==> config.mk <==
export PLATFORM = sky130hd
export DESIGN_NAME = axi_mem_arbiter
export DESIGN_NICKNAME = d
export VERILOG_FILES = /design/src/rtl/axi_mem_arbiter.sv
export SDC_FILE = /design/constraint.sdc
export NUM_CORES = 1
export LEC_CHECK = 0
export ABC_CLOCK_PERIOD_IN_PS = 1900
export CORE_AREA = 2 2 139 141
export CTS_CLUSTER_DIAMETER = 80
export DETAILED_ROUTE_END_ITERATION = 16
export DIE_AREA = 0 0 141 143
export DONT_BUFFER_PORTS = 1
export SYNTH_ARGS = -nofsm -noshare
export SYNTH_HDL_FRONTEND = slang
export SYNTH_SLANG_ARGS = --single-unit
==> constraint.sdc <==
create_clock -name clk -period 1.9 [get_ports clk]
set_input_delay 0.285 -clock clk [delete_from_list [all_inputs] [get_ports clk]]
set_output_delay 0.285 -clock clk [all_outputs]
set_load 0.02 [all_outputs]
==> src/rtl/axi_mem_arbiter.sv <==
// ---------------------------------------------------------------------------
// axi_mem_arbiter
// Two-requester arbiter plus native (PicoRV32-style valid/ready) to AXI4-Lite
// bridge in front of the shared test memory. One transaction at a time.
//
// Ports
//   clk, resetn            : clock (rising edge) / async active-low reset
//   pN_valid/instr/addr/   : native request from port N (N = 0 core, 1 loader)
//   pN_wdata/wstrb         :   wstrb != 0 means write, wstrb == 0 means read
//   pN_ready/rdata         : one-cycle completion pulse and read data
//   mem_axi_*              : single AXI4-Lite master port (AW/W/B/AR/R)
//   grant                  : port currently or most recently granted
//   busy                   : a transaction is in flight
//   timeout_err            : sticky watchdog flag (TIMEOUT cycles in ADDR+RESP)
// ---------------------------------------------------------------------------
module axi_mem_arbiter #(
  parameter int ROUND_ROBIN = 1,
  parameter int TIMEOUT     = 0,
  parameter int TIMEOUT_W   = 16
) (
  input  logic        clk,
  input  logic        resetn,
  input  logic        p0_valid,
  input  logic        p0_instr,
  input  logic [31:0] p0_addr,
  input  logic [31:0] p0_wdata,
  input  logic [3:0]  p0_wstrb,
  output logic        p0_ready,
  output logic [31:0] p0_rdata,
  input  logic        p1_valid,
  input  logic        p1_instr,
  input  logic [31:0] p1_addr,
  input  logic [31:0] p1_wdata,
  input  logic [3:0]  p1_wstrb,
  output logic        p1_ready,
  output logic [31:0] p1_rdata,
  output logic        mem_axi_awvalid,
  input  logic        mem_axi_awready,
  output logic [31:0] mem_axi_awaddr,
  output logic [2:0]  mem_axi_awprot,
  output logic        mem_axi_wvalid,
  input  logic        mem_axi_wready,
  output logic [31:0] mem_axi_wdata,
  output logic [3:0]  mem_axi_wstrb,
  input  logic        mem_axi_bvalid,
  output logic        mem_axi_bready,
  output logic        mem_axi_arvalid,
  input  logic        mem_axi_arready,
  output logic [31:0] mem_axi_araddr,
  output logic [2:0]  mem_axi_arprot,
  input  logic        mem_axi_rvalid,
  output logic        mem_axi_rready,
  input  logic [31:0] mem_axi_rdata,
  output logic        grant,
  output logic        busy,
  output logic        timeout_err
);

  typedef enum logic [1:0] {S_IDLE, S_ADDR, S_RESP, S_DONE} state_t;

  localparam logic [TIMEOUT_W-1:0] CNT_ONE = TIMEOUT_W'(1);
  localparam logic [TIMEOUT_W-1:0] CNT_MAX = {TIMEOUT_W{1'b1}};
  localparam logic [TIMEOUT_W-1:0] TO_L    = TIMEOUT_W'(TIMEOUT);

  state_t r_state, w_state_nxt;

  logic                 r_awvalid, r_wvalid, r_arvalid, r_bready, r_rready;
  logic                 r_p0_ready, r_p1_ready, r_grant, r_last_grant, r_busy;
  logic                 r_instr, r_tout;
  logic [31:0]          r_addr, r_wdata, r_p0_rdata, r_p1_rdata;
  logic [3:0]           r_wstrb;
  logic [TIMEOUT_W-1:0] r_cnt;

  logic                 w_awvalid_nxt, w_wvalid_nxt, w_arvalid_nxt, w_bready_nxt, w_rready_nxt;
  logic                 w_p0_ready_nxt, w_p1_ready_nxt, w_grant_nxt, w_last_grant_nxt, w_busy_nxt;
  logic                 w_instr_nxt, w_tout_nxt, w_sel, w_hit;
  logic [31:0]          w_addr_nxt, w_wdata_nxt, w_p0_rdata_nxt, w_p1_rdata_nxt;
  logic [3:0]           w_wstrb_nxt;
  logic [TIMEOUT_W-1:0] w_cnt_nxt, w_cnt_inc;

  // Next-state and next-output logic for the whole transaction sequence.
  always_comb begin
    w_state_nxt      = r_state;
    w_awvalid_nxt    = r_awvalid;
    w_wvalid_nxt     = r_wvalid;
    w_arvalid_nxt    = r_arvalid;
    w_bready_nxt     = r_bready;
    w_rready_nxt     = r_rready;
    w_p0_ready_nxt   = 1'b0;
    w_p1_ready_nxt   = 1'b0;
    w_p0_rdata_nxt   = r_p0_rdata;
    w_p1_rdata_nxt   = r_p1_rdata;
    w_grant_nxt      = r_grant;
    w_last_grant_nxt = r_last_grant;
    w_addr_nxt       = r_addr;
    w_wdata_nxt      = r_wdata;
    w_wstrb_nxt      = r_wstrb;
    w_instr_nxt      = r_instr;
    w_cnt_nxt        = r_cnt;
    w_tout_nxt       = r_tout;

    // Winner: on contention, round-robin picks the port not served last.
    if (p0_valid && p1_valid) begin
      if (ROUND_ROBIN != 0) begin
        w_sel = ~r_last_grant;
      end else begin
        w_sel = 1'b0;
      end
    end else if (p1_valid) begin
      w_sel = 1'b1;
    end else begin
      w_sel = 1'b0;
    end

    // Watchdog counts every cycle spent in ADDR/RESP and saturates.
    if (r_cnt == CNT_MAX) begin
      w_cnt_inc = r_cnt;
    end else begin
      w_cnt_inc = r_cnt + CNT_ONE;
    end
    w_hit = (TIMEOUT != 0) && (w_cnt_inc == TO_L);

    case (r_state)
      S_IDLE: begin
        if (p0_valid || p1_valid) begin
          w_state_nxt      = S_ADDR;
          w_grant_nxt      = w_sel;
          w_last_grant_nxt = w_sel;
          w_addr_nxt       = w_sel ? p1_addr  : p0_addr;
          w_wdata_nxt      = w_sel ? p1_wdata : p0_wdata;
          w_wstrb_nxt      = w_sel ? p1_wstrb : p0_wstrb;
          w_instr_nxt      = w_sel ? p1_instr : p0_instr;
          w_cnt_nxt        = {TIMEOUT_W{1'b0}};
          if (w_wstrb_nxt != 4'h0) begin
            w_awvalid_nxt = 1'b1;
            w_wvalid_nxt  = 1'b1;
          end else begin
            w_arvalid_nxt = 1'b1;
          end
        end else begin
          w_state_nxt = S_IDLE;
        end
      end
      S_ADDR: begin
        w_cnt_nxt  = w_cnt_inc;
        w_tout_nxt = r_tout | w_hit;
        if (r_wstrb != 4'h0) begin
          // AW and W retire independently; move on once both have gone.
          w_awvalid_nxt = r_awvalid & ~mem_axi_awready;
          w_wvalid_nxt  = r_wvalid & ~mem_axi_wready;
          if (!w_awvalid_nxt && !w_wvalid_nxt) begin
            w_bready_nxt = 1'b1;
            w_state_nxt  = S_RESP;
          end else begin
            w_state_nxt  = S_ADDR;
          end
        end else begin
          if (r_arvalid && mem_axi_arready) begin
            w_arvalid_nxt = 1'b0;
            w_rready_nxt  = 1'b1;
            w_state_nxt   = S_RESP;
          end else begin
            w_state_nxt   = S_ADDR;
          end
        end
      end
      S_RESP: begin
        w_cnt_nxt  = w_cnt_inc;
        w_tout_nxt = r_tout | w_hit;
        if (r_bready && mem_axi_bvalid) begin
          w_bready_nxt = 1'b0;
          w_state_nxt  = S_DONE;
          if (r_grant) begin
            w_p1_ready_nxt = 1'b1;
          end else begin
            w_p0_ready_nxt = 1'b1;
          end
        end else if (r_rready && mem_axi_rvalid) begin
          w_rready_nxt = 1'b0;
          w_state_nxt  = S_DONE;
          if (r_grant) begin
            w_p1_ready_nxt = 1'b1;
            w_p1_rdata_nxt = mem_axi_rdata;
          end else begin
            w_p0_ready_nxt = 1'b1;
            w_p0_rdata_nxt = mem_axi_rdata;
          end
        end else begin
          w_state_nxt = S_RESP;
        end
      end
      // Ready pulses during DONE; valid is deliberately not sampled here.
      S_DONE: begin
        w_state_nxt = S_IDLE;
      end
      default: begin
        w_state_nxt = S_IDLE;
      end
    endcase

    w_busy_nxt = (w_state_nxt != S_IDLE);
  end

  // FSM state register.
  always_ff @(posedge clk or negedge resetn) begin
    if (!resetn) begin
      r_state <= S_IDLE;
    end else begin
      r_state <= w_state_nxt;
    end
  end

  // Registered outputs and latched request payload.
  always_ff @(posedge clk or negedge resetn) begin
    if (!resetn) begin
      r_awvalid    <= 1'b0;
      r_wvalid     <= 1'b0;
      r_arvalid    <= 1'b0;
      r_bready     <= 1'b0;
      r_rready     <= 1'b0;
      r_p0_ready   <= 1'b0;
      r_p1_ready   <= 1'b0;
      r_p0_rdata   <= 32'h0;
      r_p1_rdata   <= 32'h0;
      r_grant      <= 1'b0;
      r_last_grant <= 1'b1;
      r_busy       <= 1'b0;
      r_addr       <= 32'h0;
      r_wdata      <= 32'h0;
      r_wstrb      <= 4'h0;
      r_instr      <= 1'b0;
      r_cnt        <= {TIMEOUT_W{1'b0}};
      r_tout       <= 1'b0;
    end else begin
      r_awvalid    <= w_awvalid_nxt;
      r_wvalid     <= w_wvalid_nxt;
      r_arvalid    <= w_arvalid_nxt;
      r_bready     <= w_bready_nxt;
      r_rready     <= w_rready_nxt;
      r_p0_ready   <= w_p0_ready_nxt;
      r_p1_ready   <= w_p1_ready_nxt;
      r_p0_rdata   <= w_p0_rdata_nxt;
      r_p1_rdata   <= w_p1_rdata_nxt;
      r_grant      <= w_grant_nxt;
      r_last_grant <= w_last_grant_nxt;
      r_busy       <= w_busy_nxt;
      r_addr       <= w_addr_nxt;
      r_wdata      <= w_wdata_nxt;
      r_wstrb      <= w_wstrb_nxt;
      r_instr      <= w_instr_nxt;
      r_cnt        <= w_cnt_nxt;
      r_tout       <= w_tout_nxt;
    end
  end

  assign mem_axi_awvalid = r_awvalid;
  assign mem_axi_awaddr  = r_addr;
  assign mem_axi_awprot  = 3'b000;
  assign mem_axi_wvalid  = r_wvalid;
  assign mem_axi_wdata   = r_wdata;
  assign mem_axi_wstrb   = r_wstrb;
  assign mem_axi_bready  = r_bready;
  assign mem_axi_arvalid = r_arvalid;
  assign mem_axi_araddr  = r_addr;
  assign mem_axi_arprot  = {r_instr, 2'b00};
  assign mem_axi_rready  = r_rready;
  assign p0_ready        = r_p0_ready;
  assign p0_rdata        = r_p0_rdata;
  assign p1_ready        = r_p1_ready;
  assign p1_rdata        = r_p1_rdata;
  assign grant           = r_grant;
  assign busy            = r_busy;
  assign timeout_err     = r_tout;

endmodule

* Word-level counts from Yosys, hierarchy flattened
Cells that the tools add are included.
** Word-level totals
- Register bits :: 145
- Output and inout bits :: 180
** Cells by class
- Equal/unequal tests :: 13
- Muxes and demuxes :: 41
- Bitwise logic cells :: 7
- Reduce and logical (&&, ||, !) cells :: 21
** Operator list (number)
- $mux 32 :: 2
- $mux 1 :: 29
- $ne 2x2->1 const B :: 10
- $reduce_and 4->1 :: 4
- $pmux 1 s2 :: 5
- $reduce_and 5->1 :: 2
- $pmux 2 s4 :: 1
- $reduce_bool 4->1 :: 2
- $mux 2 :: 3
- $reduce_bool 2->1 :: 3
- $logic_and 1x1->1 :: 5
- $not 1->1 :: 5
- $eq 2x2->1 const B :: 2
- $mux 4 :: 1
- $and 1x1->1 :: 2
- $eq 2x1->1 const B :: 1
- $logic_not 1->1 :: 2
- $logic_not 2->1 :: 1
- $reduce_and 2->1 :: 1
- $logic_or 1x1->1 :: 1

* Depth between registers and ports, before layout
- Depth after elaboration :: 8
- Gate-level depth with buffers :: 7
- Mapped depth without buffers :: 4

* Worst setup path before layout
Ideal clock, no wire load.
- Kind :: register to register
- From :: register r_state[0]
- To :: register r_p0_rdata[10], in the netlist p0_rdata[10]
- Arrival time :: 1.505 ns
- Required time :: 1.775 ns
- Slack :: 0.270 ns
- Cell stages (with the launch flop) :: 5
- Buffers on the path :: 1
- Period minus slack after synthesis :: 1.630 ns
- Cell sequence :: dfrtp_1 -> nand2b_4 -> nor4b_4 -> buf_6 -> mux2_2
** Between the ends
- Cells in the longest elaborated chain, start to end :: 2
** Ends and longest elaborated chain
- start, declared :: RTL line 65 : state_t r_state, w_state_nxt;
- start signal, assigned :: RTL line 209 : r_state <= w_state_nxt;
- $eq 2x2->1 :: RTL line 123 : case (r_state)
- $reduce_and 4->1 (no source line)
- end signal, assigned :: RTL line 242 : r_p0_rdata <= w_p0_rdata_nxt;
- end, declared :: RTL line 70 : logic [31:0] r_addr, r_wdata, r_p0_rdata, r_p1_rdata;
No other way between the ends.
A chain may end at the register's enable or synchronous reset.

* Worst setup path in the final report
- From :: register r_state[1]
- To :: register r_addr[13], in the netlist mem_axi_araddr[13]
** Between the ends
- Cells in the longest elaborated chain, start to end :: 2
** Ends and longest elaborated chain
- $logic_not 2->1 :: RTL line 123
- $reduce_and 2->1 (no source line)
- end signal, assigned :: RTL line 247 : r_addr <= w_addr_nxt;
- end, declared :: RTL line 70
No other way between the ends.

==> impl_metrics.csv <==
group,metric,value,unit
clocking,htree_levels,4,
detailed_routing,avgRoutedWirePerCell,19.2,um
detailed_routing,drt-vias-per-instance,5.08,
timing,whs,-441,ps
clocking,post_cts_buffers,0,
global_routing,antenna_found_initial,0,
setup_path,path_class,"register to register",
setup_path,worstPathArrival,1990,ps
finish,fin_nets,708,
floorplanning,start_util,34.7,%
place,port_buffers,0,
logic_synthesis,ys_warn_count,0,
finish,area_growth,12.8,%
setup_path,crit_slowest_cell,"dfrtp_1",
logic_synthesis,ys_seq_area_share,56.3,%
setup_path,crit_fanout,140,
timing,rsz0062_at_grt,"false",
clocking,cts_root_buf,"clkbuf_16",
logic_synthesis,syn_avg_cell_area,12.1,um^2
min_path,hold_path_class,"input port to async pin",
clocking,cts_sinks,145,
finish,antennaDiodeCount,0,
floorplanning,die_w,141,um
global_routing,gr-total-overflow,0,
finish,drive_above_1_share,19.9,%
logic_synthesis,synthCells,534,
clocking,clkTransAtPathRegs,60,ps
floorplanning,dieArea,20200,um^2
detailed_routing,wl,14.9,mm
clocking,clk_path_buf_depth,2,
outcome,status,"complete, but fails checks",
clocking,cts_buffers,17,
place,placedInstanceArea,6400,um^2
clocking,cts_tree,"yes",
timing,period_needed,1730,ps
floorplanning,core-area,18600,um^2
setup_path,max_stage_delay,490,ps
clocking,cts_resized,0,
timing,final_hold_viol_count,145,
detailed_routing,first_pass_iters,6,
timing,fin_skew,12.9,ps
timing,setup_tns,0,ps
floorplanning,rows,50,
finish,postLayoutCellArea,7270,um^2
power_and_ir_drop,power.leakage,3.43,nW
logic_synthesis,netlist.area_leader.share,55.9,%
run,cap_violations,0,
timing,worstMarginPinSlew,513,ps
place,gp_congestion,0.783,
power_and_ir_drop,power,13.2,mW
power_and_ir_drop,ir_worst_vdd,0.627,mV
timing,slew_headroom,65.8,%
global_routing,grt_pass1_wl,22.5,mm
timing,finalSetupViolations,0,
global_routing,gr-usage-all-layers,14.5,%
logic_synthesis,mappedNetlistArea,6440,um^2
clocking,hold_buffers,26,
setup_path,required,2160,ps
clocking,clock_latency,420,ps
place,dp_hpwl,10.6,mm
floorplanning,chipHeight,143,um
logic_synthesis,synth_cell_types,32,
detailed_routing,antenna_left,0,
timing,post-route-period-util,91.0,%
power_and_ir_drop,cellPowerDensity,1820,nW/um^2
setup_path,end_kind,"register",
logic_synthesis,yosys_register_bits,145,
detailed_routing,first_iter_violations,109,
timing,drv_slew,0,
setup_path,start_kind,"register",
timing,fmax,578,MHz
logic_synthesis,synth_largest_area_cell,"dfrtp_1",
detailed_routing,route.detailed.drc,0,
setup_path,crit_chain,"nor2_1 -> o21ai_4 -> buf_12 -> nand2_1 -> o21ai_0",
global_routing,grt_pass1_vias,4156,
outcome,violations,"negative hold slack",
detailed_routing,num_vias,3940,
global_routing,grt_max_degree,146,
logic_synthesis,synth.area.top_cells,"dfrtp_1, mux2i_1, mux2_2",
floorplanning,ioPinCount,359,
## power by group
group	leakage [nW]	internal, mW	switching, mW	total [mW]
registers	1.87	4.42	3.22	7.64
clock network	0.268	1.74	1.39	3.13
logic	1.29	1.18	1.26	2.44
total	3.43	7.34	5.87	13.2
## state kept, by name, summed over array words and instances (netlist names)
| signal | count |
|---|---|
| mem_axi_rready | 1 |
| mem_axi_arvalid | 1 |
| mem_axi_wdata | 32 |
| mem_axi_bready | 1 |
| p1_rdata | 32 |
| p0_rdata | 32 |
| busy | 1 |
| r_state | 2 |
| grant | 1 |
| p1_ready | 1 |
| mem_axi_awvalid | 1 |
| mem_axi_araddr | 32 |
| p0_ready | 1 |
| r_last_grant | 1 |
| r_instr | 1 |
| mem_axi_wstrb | 4 |
| mem_axi_wvalid | 1 |
## worst paths after layout
check                                    startpoint                              to  slack (ps)  depth (start not counted)
min in group clk                  mem_axi_rdata[17]        p0_rdata[17]$_DFFE_PN0P_          20                          1
setup / recovery               r_state[1]$_DFF_PN0_  mem_axi_araddr[13]$_DFFE_PN0P_         170                          5
setup reg to reg               r_state[1]$_DFF_PN0_  mem_axi_araddr[13]$_DFFE_PN0P_         170                          5
max in group asynchronous                    resetn        r_last_grant$_DFFE_PN1P_        2130                          0
hold / removal                               resetn         p1_rdata[2]$_DFFE_PN0P_        -440                          0
hold reg to reg            r_last_grant$_DFFE_PN1P_        r_last_grant$_DFFE_PN1P_         550                          2
## stage by stage
| stage | utilization, % | hold WS (ps) | std cells | setup slack [ps] |
|---|---|---|---|---|
| floorplan | - | -10.6 | 539 | 270 |
| global placement | 34.4 | -7.64 | 713 | 266 |
| detailed placement | 34.4 | -7.52 | 713 | 183 |
| CTS | 38.8 | -465 | 771 | 171 |
| global route | 39.1 | -475 | 776 | 24.6 |
| finish | 39.1 | -441 | 776 | 171 |
## logic make-up after synthesis
family | synth area share [%]
simple gates | 6.50
flops | 56.3
buf+inv | 7.75
compound gates | 7.13
mux | 22.2
other cells | 0.0582
## final cells by class
type / count / area, um^2
fill: 1728 / 11300
sequential: 145 / 3630
multi-input combinational: 323 / 2350
clock buffer: 18 / 439
timing repair buffer: 40 / 428
tap: 234 / 293
clock inverter: 14 / 116
inverter: 2 / 7.51
## placed cells by master, fill, tap and decap left out, drive strengths merged
master	Yosys	routed
o21ai	72	72
nor2	6	6
nor2b	1	1
nor3	1	1
nand2b	2	2
o21a	1	1
a221oi	1	1
nand3	1	1
dfstp	1	1
mux2i	70	70
nand2	78	78
nor4	3	3
dfrtp	144	144
conb	1	6
clkinvlp	0	3
and2b	1	1
nor4b	1	1
mux2	65	65
dlygate4sd3	0	31
clkinv	0	3
a22o	1	1
a21boi	1	1
a311oi	1	1
and3	2	2
a21o	3	3
a21oi	5	5
a31oi	1	1
clkbuf	12	18
inv	2	10
buf	57	9
## critical path: cells and delay by family, from the launching register on
family,cells,cell delay [ps]
AO/OA/AOI/OAI,2,220
buffers and inverters,1,220
flip-flops,1,490
AND/OR/NAND/NOR,2,540
## layer usage
metal	wire, um	vias up	global-route usage (%)	part of all wire (%)
met2	7430	239	24.7	50
met4	202	0	5.47	1.4
met1	5710	1892	16.0	38
met3	1530	11	6.24	10
met5	0	-	0	0
li1	-	1798	-	-
## synthesized netlist by cell type (all sizes together)
master / number
nand2b: 2
inv: 2
a221oi: 1
dfrtp: 144
dfstp: 1
o21ai: 72
o21a: 1
and2b: 1
a22o: 1
mux2i: 70
clkbuf: 12
conb: 1
nand2: 78
nand3: 1
and3: 2
mux2: 65
nor4: 3
a31oi: 1
a21oi: 5
a21boi: 1
nor2b: 1
nor3: 1
a311oi: 1
buf: 57
a21o: 3
nor4b: 1
nor2: 6
Note: power is estimated with default switching activity, not from simulation.
